### config.mk
export PLATFORM = sky130hd
export DESIGN_NAME = jpeg_idct_transpose_ctrl
export DESIGN_NICKNAME = d
export VERILOG_FILES = /design/src/rtl/jpeg_idct_transpose_ctrl.sv
export SDC_FILE = /design/constraint.sdc
export NUM_CORES = 1
export LEC_CHECK = 0
export CORE_ASPECT_RATIO = 1.1
export CORE_MARGIN = 3
export CORE_UTILIZATION = 35
export CTS_CLUSTER_SIZE = 24
export DETAILED_ROUTE_END_ITERATION = 8
export GPL_TIMING_DRIVEN = 0
export HOLD_SLACK_MARGIN = 0.03
export PLACE_DENSITY_LB_ADDON = 0.1
export SYNTH_ARGS = -nofsm -noshare
export SYNTH_HDL_FRONTEND = slang
export SYNTH_SLANG_ARGS = --single-unit
### constraint.sdc
create_clock -name clk_i -period 5.2 [get_ports clk_i]
set_input_delay 0.52 -clock clk_i [delete_from_list [all_inputs] [get_ports clk_i]]
set_output_delay 0.52 -clock clk_i [all_outputs]
set_load 0.03 [all_outputs]
### src/rtl/jpeg_idct_transpose_ctrl.sv
// Transpose controller for the JPEG IDCT: row-pass words are ping-ponged into two
// 32x32 banks and each 8x8 block is replayed one sample per beat in column-major order.
module jpeg_idct_transpose_ctrl (
  input  logic        clk_i,
  input  logic        rst_i,
  input  logic        inport_valid_i,
  input  logic [31:0] inport_data_i,
  output logic        inport_accept_o,
  output logic        outport_valid_o,
  output logic [15:0] outport_data_o,
  output logic [5:0]  outport_idx_o,
  input  logic        outport_accept_i,
  output logic [4:0]  ram_addr0_o,
  output logic [31:0] ram_data0_o,
  output logic        ram_wr0_o,
  input  logic [31:0] ram_data0_i,
  output logic [4:0]  ram_addr1_o,
  output logic [31:0] ram_data1_o,
  output logic        ram_wr1_o,
  input  logic [31:0] ram_data1_i,
  output logic        idle_o
);

  typedef enum logic [1:0] {
    ST_IDLE = 2'd0,
    ST_READ = 2'd1,
    ST_LAST = 2'd2
  } rd_state_t;

  rd_state_t   state_r;
  rd_state_t   state_nxt_s;
  logic [1:0]  full_r;
  logic [1:0]  full_nxt_s;
  logic        wr_bank_r;
  logic        rd_bank_r;
  logic [4:0]  wr_cnt_r;
  logic [5:0]  k_r;
  logic        out_valid_r;
  logic [5:0]  out_idx_r;
  logic        half_r;

  logic        rd_busy_s;
  logic        wr_blocked_s;
  logic        wr_fire_s;
  logic        wr_last_s;
  logic        out_fire_s;
  logic        adv_s;
  logic        other_ready_s;
  logic        issue_s;
  logic        rd_done_s;
  logic [5:0]  rd_k_s;
  logic [4:0]  rd_addr_s;
  logic [31:0] rd_word_s;

  // Handshake qualifiers shared by both sides of the ping-pong.
  always_comb begin
    rd_busy_s     = (state_r != ST_IDLE);
    wr_blocked_s  = full_r[wr_bank_r] || (rd_busy_s && (rd_bank_r == wr_bank_r));
    wr_fire_s     = inport_valid_i && !wr_blocked_s;
    wr_last_s     = wr_fire_s && (wr_cnt_r == 5'd31);
    out_fire_s    = out_valid_r && outport_accept_i;
    adv_s         = !out_valid_r || outport_accept_i;
    // A block completing this very cycle counts, so the reader never detours via IDLE.
    other_ready_s = full_r[~rd_bank_r] || (wr_last_s && (wr_bank_r != rd_bank_r));
  end

  // Read FSM next state; issue_s launches address k_r into the output stage.
  always_comb begin
    state_nxt_s = state_r;
    issue_s     = 1'b0;
    rd_done_s   = 1'b0;
    case (state_r)
      ST_IDLE: begin
        if (full_r[rd_bank_r]) begin
          state_nxt_s = ST_READ;
        end else begin
          state_nxt_s = ST_IDLE;
        end
      end
      ST_READ: begin
        if (adv_s) begin
          issue_s = 1'b1;
          if (k_r == 6'd63) begin
            state_nxt_s = ST_LAST;
          end else begin
            state_nxt_s = ST_READ;
          end
        end else begin
          state_nxt_s = ST_READ;
        end
      end
      ST_LAST: begin
        if (out_fire_s) begin
          rd_done_s = 1'b1;
          if (other_ready_s) begin
            state_nxt_s = ST_READ;
          end else begin
            state_nxt_s = ST_IDLE;
          end
        end else begin
          state_nxt_s = ST_LAST;
        end
      end
      default: begin
        state_nxt_s = ST_IDLE;
      end
    endcase
  end

  // Bank occupancy: set by the writer on word 31, cleared by the reader on sample 63.
  always_comb begin
    full_nxt_s[0] = (full_r[0] || (wr_last_s && !wr_bank_r)) && !(rd_done_s && !rd_bank_r);
    full_nxt_s[1] = (full_r[1] || (wr_last_s && wr_bank_r)) && !(rd_done_s && rd_bank_r);
  end

  // While stalled the RAM re-reads the displayed sample so its output stays put.
  always_comb begin
    if (issue_s) begin
      rd_k_s = k_r;
    end else begin
      rd_k_s = out_idx_r;
    end
    rd_addr_s = {rd_k_s[2:0], rd_k_s[5:4]};
    if (rd_bank_r) begin
      rd_word_s = ram_data1_i;
    end else begin
      rd_word_s = ram_data0_i;
    end
  end

  // Bank port steering: the read bank gets the transpose address, the other the write count.
  always_comb begin
    ram_wr0_o   = wr_fire_s && !wr_bank_r;
    ram_wr1_o   = wr_fire_s && wr_bank_r;
    ram_data0_o = inport_data_i;
    ram_data1_o = inport_data_i;
    if (rd_busy_s && !rd_bank_r) begin
      ram_addr0_o = rd_addr_s;
    end else begin
      ram_addr0_o = wr_cnt_r;
    end
    if (rd_busy_s && rd_bank_r) begin
      ram_addr1_o = rd_addr_s;
    end else begin
      ram_addr1_o = wr_cnt_r;
    end
  end

  // Output sample select; forced to zero whenever nothing is valid.
  always_comb begin
    if (!out_valid_r) begin
      outport_data_o = 16'd0;
    end else if (half_r) begin
      outport_data_o = rd_word_s[31:16];
    end else begin
      outport_data_o = rd_word_s[15:0];
    end
  end

  assign inport_accept_o = !wr_blocked_s;
  assign outport_valid_o = out_valid_r;
  assign outport_idx_o   = out_idx_r;
  assign idle_o          = (full_r == 2'b00) && (state_r == ST_IDLE) && !out_valid_r;

  // Read FSM, bank flags, read pointer and transpose counter.
  always_ff @(posedge clk_i or negedge rst_i) begin
    if (!rst_i) begin
      state_r   <= ST_IDLE;
      full_r    <= 2'b00;
      rd_bank_r <= 1'b0;
      k_r       <= 6'd0;
    end else begin
      state_r <= state_nxt_s;
      full_r  <= full_nxt_s;
      if (rd_done_s) begin
        rd_bank_r <= ~rd_bank_r;
      end else begin
        rd_bank_r <= rd_bank_r;
      end
      if (issue_s) begin
        k_r <= k_r + 6'd1;
      end else if ((state_nxt_s == ST_READ) && (state_r != ST_READ)) begin
        k_r <= 6'd0;
      end else begin
        k_r <= k_r;
      end
    end
  end

  // Write pointer and word counter.
  always_ff @(posedge clk_i or negedge rst_i) begin
    if (!rst_i) begin
      wr_bank_r <= 1'b0;
      wr_cnt_r  <= 5'd0;
    end else if (wr_last_s) begin
      wr_bank_r <= ~wr_bank_r;
      wr_cnt_r  <= 5'd0;
    end else if (wr_fire_s) begin
      wr_bank_r <= wr_bank_r;
      wr_cnt_r  <= wr_cnt_r + 5'd1;
    end else begin
      wr_bank_r <= wr_bank_r;
      wr_cnt_r  <= wr_cnt_r;
    end
  end

  // Output stage: valid, index and half-select advance only on issue.
  always_ff @(posedge clk_i or negedge rst_i) begin
    if (!rst_i) begin
      out_valid_r <= 1'b0;
      out_idx_r   <= 6'd0;
      half_r      <= 1'b0;
    end else if (issue_s) begin
      out_valid_r <= 1'b1;
      out_idx_r   <= k_r;
      half_r      <= k_r[3];
    end else if (out_fire_s) begin
      out_valid_r <= 1'b0;
      out_idx_r   <= out_idx_r;
      half_r      <= half_r;
    end else begin
      out_valid_r <= out_valid_r;
      out_idx_r   <= out_idx_r;
      half_r      <= half_r;
    end
  end

endmodule

---- Word level (Yosys, flattened, before mapping) ----
Cells that the tools add are included.
cells by class
  bitwise logic cells ..................... 2
  eq/ne operators ......................... 8
  multiplexer cells ....................... 28
  add/subtract/negate cells ............... 2
  $lt $le $gt $ge ......................... 3
  reduce and logical (&&, ||, !) cells .... 35
operator list
  cell                 count
  $mux 16              2
  $mux 32              1
  $mux 5               4
  $logic_and 1x1->1    18
  $mux 6               3
  $mux 1               14
  $reduce_bool 2->1    4
  $add 6x1->6 const B  1
  $eq 6x6->1 const B   1
  $logic_not 1->1      6
  $lt 1x2->1 const B   3
  $mux 2               3
  $pmux 2 s3           1
  $add 5x1->5 const B  1
  $eq 5x5->1 const B   1
  $logic_or 1x1->1     5
  $eq 2x1->1 const B   2
  $logic_not 2->1      2
  $eq 2x2->1 const B   1
  $ne 2x1->1 const B   1
  $not 1->1            2
  $eq 1x1->1           1
  $ne 1x1->1           1
word-level totals
  output and inout bits ................... 101
  input port bits ......................... 100
  bits in registers ....................... 24
  logic and storage cells ................. 87

---- Longest topological paths before layout ----
  depth after elaboration ................. 15
  mapped depth ............................ 9
  gate-level depth less buffers ........... 7

---- Worst setup path after synthesis ----
OpenSTA, ideal clock, no wires.
  path kind ............................... reg2out
  start ................................... reg state_r[0]
  end ..................................... out ram_wr1_o
  path slack .............................. 2.653 ns
  arrival time ............................ 2.027 ns
  required time ........................... 4.680 ns
  cell stages (with the launch flop) ...... 5
  path buffers ............................ 1
  path through ............................ dfrtp_1 or2_1 buf_2 a211oi_1 and3_1
between the ends
  longest elaborated chain between the ends .. 6
ends and longest elaborated chain
  what                    line  source
  start, declared         30    rd_state_t state_r;
  start signal, assigned  173   state_r <= state_nxt_s;
  $reduce_bool 2->1       57    rd_busy_s = (state_r != ST_IDLE);
  $logic_and 1x1->1       58    wr_blocked_s = full_r[wr_bank_r] || (rd_busy_s && (rd_bank_r == wr_bank_r));
  $logic_or 1x1->1        58
  $logic_not 1->1         -
  via inport_accept_o     8     output logic inport_accept_o,
  $logic_and 1x1->1       59    wr_fire_s = inport_valid_i && !wr_blocked_s;
  $logic_and 1x1->1       134   ram_wr1_o = wr_fire_s && wr_bank_r;
  end, declared           19    output logic ram_wr1_o,
The timed path passes the listed nets, and every way through them passes these cells.

---- Worst setup path after layout ----
  start ................................... in outport_accept_i
  end ..................................... out ram_addr1_o[2]
between the ends
  longest elaborated chain between the ends .. 5
ends and longest elaborated chain
  what              line  source
  start, declared   12    input logic outport_accept_i,
  $logic_or 1x1->1  62    adv_s = !out_valid_r || outport_accept_i;
  $mux 1            81    if (adv_s) begin
  $mux 1            72    case (state_r)
  $mux 6            -
  $mux 5            142   if (rd_busy_s && rd_bank_r) begin
  end, declared     17    output logic [4:0] ram_addr1_o,
No other way between the ends.

==> flow_metrics.env <==
export IMPL_syn_inst=249
export IMPL_place_inst=497
export IMPL_startpoint="outport_accept_i"
export IMPL_cts_hold_buf=0
export IMPL_rr_endpoint="k_r[5]"
export IMPL_synth_top_area_cell="dfrtp_1"
export IMPL_routed_via_density=4.57
export IMPL_grt_pass1_wl_um=12300
export IMPL_max_stage_delay_ps=710
export IMPL_path_clk_slew_ps=90
export IMPL_tns_ps=0
export IMPL_fp_coreArea_um2=6270
export IMPL_finalNonFillerCells=501
export IMPL_synth_area_leaders="dfrtp_1 26%, buf_4 21%, mux4_2 16%"
export IMPL_drc=0
export IMPL_grt_max_degree=25
export IMPL_hold_path_class="flop to flop"
export IMPL_port_buffers=168
export IMPL_status="finished, final reports clean"
export IMPL_path_delay_family="buffers and inverters"
export IMPL_finalHoldViolCount=0
export IMPL_cts_tree="done"
export IMPL_nets=525
export IMPL_cellLeakagePower_uw=0.00177
export IMPL_cts_buffer_depth=2
export IMPL_reg2reg_depth=9
export IMPL_diodes=0
export IMPL_r2r_slack_ps=2800
export IMPL_arrival_ps=2750
export IMPL_post_cts_buffers=0
export IMPL_async_flop_share_pct=100
export IMPL_syn_avg_cell_area_um2=9.24
export IMPL_seqPwrFrac_pct=22.4
export IMPL_dpl_hpwl_um=6650
export IMPL_cp_end_kind="output pin"
export IMPL_crit_chain="clkdlybuf4s50_1 -> nand2b_1 -> nand2_1 -> mux2i_1 -> o21ai_0 -> clkdlybuf4s50_1"
export IMPL_switching_share_pct=40.9
export IMPL_antenna_found_initial=0
export IMPL_path_max_fanout=9
export IMPL_finClkSkew_ps=2.50
export IMPL_syn2layout_area_growth_pct=80.6
export IMPL_ys_seq_elements=24
export IMPL_p_clk_share_pct=13.7
export IMPL_fin_crit_sh_pct=62.9
export IMPL_cts_max_level=1
export IMPL_p_comb_share_pct=63.9
export IMPL_max_vdd_ir_drop_v=0.000303
export IMPL_synth_ff_type="dfrtp_1"
export IMPL_yosysSeqAreaShare_pct=26.1
export IMPL_ioPinCount=201
export IMPL_syn_area_um2=2300
export IMPL_hold_path_endpoint="outport_idx_o[2]"
export IMPL_p_sw_uw=488
export IMPL_synth_edf_count=0
export IMPL_worstSetupPathType="input port to output pin"
export IMPL_fmax_mhz=306
export IMPL_synth_warnings=0
export IMPL_hold_depth=2
export IMPL_dieWidth_um=83.3
export IMPL_initial_core_util_pct=36.7
export IMPL_slew_viol_final=0
export IMPL_post_drt_wl_per_cell_um=15.7
export IMPL_slew_headroom_pct=29.3
export IMPL_hp_start="outport_idx_o[2]"
export IMPL_cts_buffers=3
export IMPL_ant_nets=0
export IMPL_path_buf_inv=2
export IMPL_drt_wl_total_um=7860
export IMPL_grt_util_all_layers_pct=20.0
export IMPL_num_rows=30
export IMPL_synth_net_count=352
export IMPL_cts_root_buffer="clkbuf_8"
export IMPL_critPathRequiredTime_ps=4680
export IMPL_num_vias=2291
export IMPL_post_cts_resized=0
export IMPL_clk_latency_ps=260
export IMPL_first_pass_iters=4
export IMPL_p_per_area_nw_per_um2=287
export IMPL_drt_iter0_markers=31
export IMPL_grt_pass1_vias=2271
export IMPL_die_h_um=91.0
export IMPL_slowest_stage="clkdlybuf4s50_1"
export IMPL_gp_congestion=0.853
export IMPL_crit_top_cell="clkdlybuf4s50_1"
export IMPL_start_kind="input port"
export IMPL_synth_distinct_cells=40
export IMPL_max_cap_violations=0
export IMPL_reg2reg_from="wr_cnt_r[0]"
export IMPL_rsz0062_at_grt="no"
export IMPL_cts_sinks=24
export IMPL_tightest_slew_ps=1060
export IMPL_drive_gt1_share_pct=22.3
export IMPL_die_area_um2=7580
export IMPL_whs_ps=544
export IMPL_grt_ovfl_total=0
export IMPL_synth_top_cell_area_share_pct=26.1
export IMPL_p_int_uw=704
export IMPL_setup_viol=0
export IMPL_fin_crit_ps=3270
## power groups by stage
stage / Combinational, uW / Sequential (uW) / Clock, uW
final: 762 / 267 / 163
after global routing: 811 / 276 / 173
after CTS: 770 / 267 / 165
after detailed placement: 765 / 270 / 0
after global placement: 759 / 268 / 0
after floorplan: 437 / 296 / 0
## through the flow
stage | util [%] | cell area (um^2) | power (uW) | worst slack, ps
2_1_floorplan | - | 2300 | 734 | 2650
3_3_place_gp | 65.1 | 4080 | 1030 | 1930
3_5_place_dp | 65.1 | 4080 | 1040 | 1950
4_1_cts | 66.2 | 4150 | 1200 | 1920
5_1_grt | 66.2 | 4150 | 1260 | 1760
6_report | 66.2 | 4150 | 1190 | 1930
## worst max path at each step
stage                     endpoint  slack, ps  cells after the start
global placement    ram_addr0_o[2]       1930                      6
global route        ram_addr1_o[4]       1760                      6
detailed placement  ram_addr1_o[2]       1950                      6
finish              ram_addr1_o[2]       1930                      6
CTS                 ram_addr1_o[3]       1920                      6
floorplan                ram_wr1_o       2650                      4
## area by class of cell
type / instances / area [um^2]
clock buffers: 3 / 41.3
clock inverters: 1 / 30.0
flip-flops and latches: 24 / 601
inverters: 9 / 33.8
repair buffers: 168 / 1680
well taps: 80 / 100
plain buffers: 78 / 551
fillers: 523 / 2120
multi-input cells: 138 / 1110
## synthesized netlist by cell type, drive strengths merged, types with 2 or more instances
| cell type | n |
|---|---|
| clkbuf | 6 |
| nand3 | 4 |
| ha | 3 |
| and3 | 3 |
| nor2b | 3 |
| mux4 | 16 |
| nor2 | 9 |
| xnor2 | 6 |
| o21ai | 17 |
| and2 | 18 |
| a311oi | 2 |
| inv | 9 |
| buf | 72 |
| nand2b | 6 |
| nand4 | 2 |
| mux2i | 5 |
| dfrtp | 24 |
| or2 | 3 |
| nand3b | 3 |
| nand2 | 20 |
| a21oi | 3 |
| nor4 | 2 |
## sequential cells by signal (all words and copies together) (netlist names)
name,cells
full_r,2
half_r,1
wr_cnt_r,5
k_r,6
outport_idx_o,5
outport_valid_o,1
rd_bank_r,1
wr_bank_r,1
state_r,2
## routing by layer
| metal | vias to the layer above | routed length (um) | track usage (%) | share of wire (%) |
|---|---|---|---|---|
| li1 | 1133 | - | - | - |
| met1 | 1065 | 3160 | 24.6 | 40 |
| met2 | 91 | 4110 | 36.8 | 52 |
| met3 | 2 | 562 | 4.08 | 7.2 |
| met4 | 0 | 28 | 2.45 | 0.36 |
| met5 | - | 0 | 0 | 0 |
## cells in the final DEF (no fill, tap or decap), types with 4 or more instances in the layout
cell,count
clkdlybuf4s50_1,168
buf_4,65
dfrtp_1,24
nand2_1,20
and2_1,18
mux4_2,16
o21ai_0,12
inv_1,9
nor2_1,9
nand2b_1,6
clkbuf_1,6
xnor2_1,6
mux2i_1,5
buf_2,5
o21ai_1,5
nand3_1,4
## worst reg2reg max path, cell delays in order, from the launching register on
cell,delay (ps)
dfrtp_1,460
ha_1,230
and3_1,170
ha_1,130
clkbuf_1,300
nand3b_1,130
a311oi_1,390
or2_1,150
clkbuf_1,240
nor2_1,90
## cells by family (layout without fill, tap and decap cells)
| logic type | after synthesis | after routing | share of synthesized area (%) |
|---|---|---|---|
| AOI/OAI and AO/OA | 29 | 29 | 7.73 |
| xor gates and xnor gates | 7 | 7 | 2.67 |
| adders and majority gates | 3 | 3 | 1.63 |
| buffers and inverters | 87 | 259 | 25.4 |
| DFF | 24 | 24 | 26.1 |
| muxes | 22 | 22 | 18.3 |
| and+or+nand+nor | 77 | 77 | 18.1 |
(Power assumes the default switching activity.)
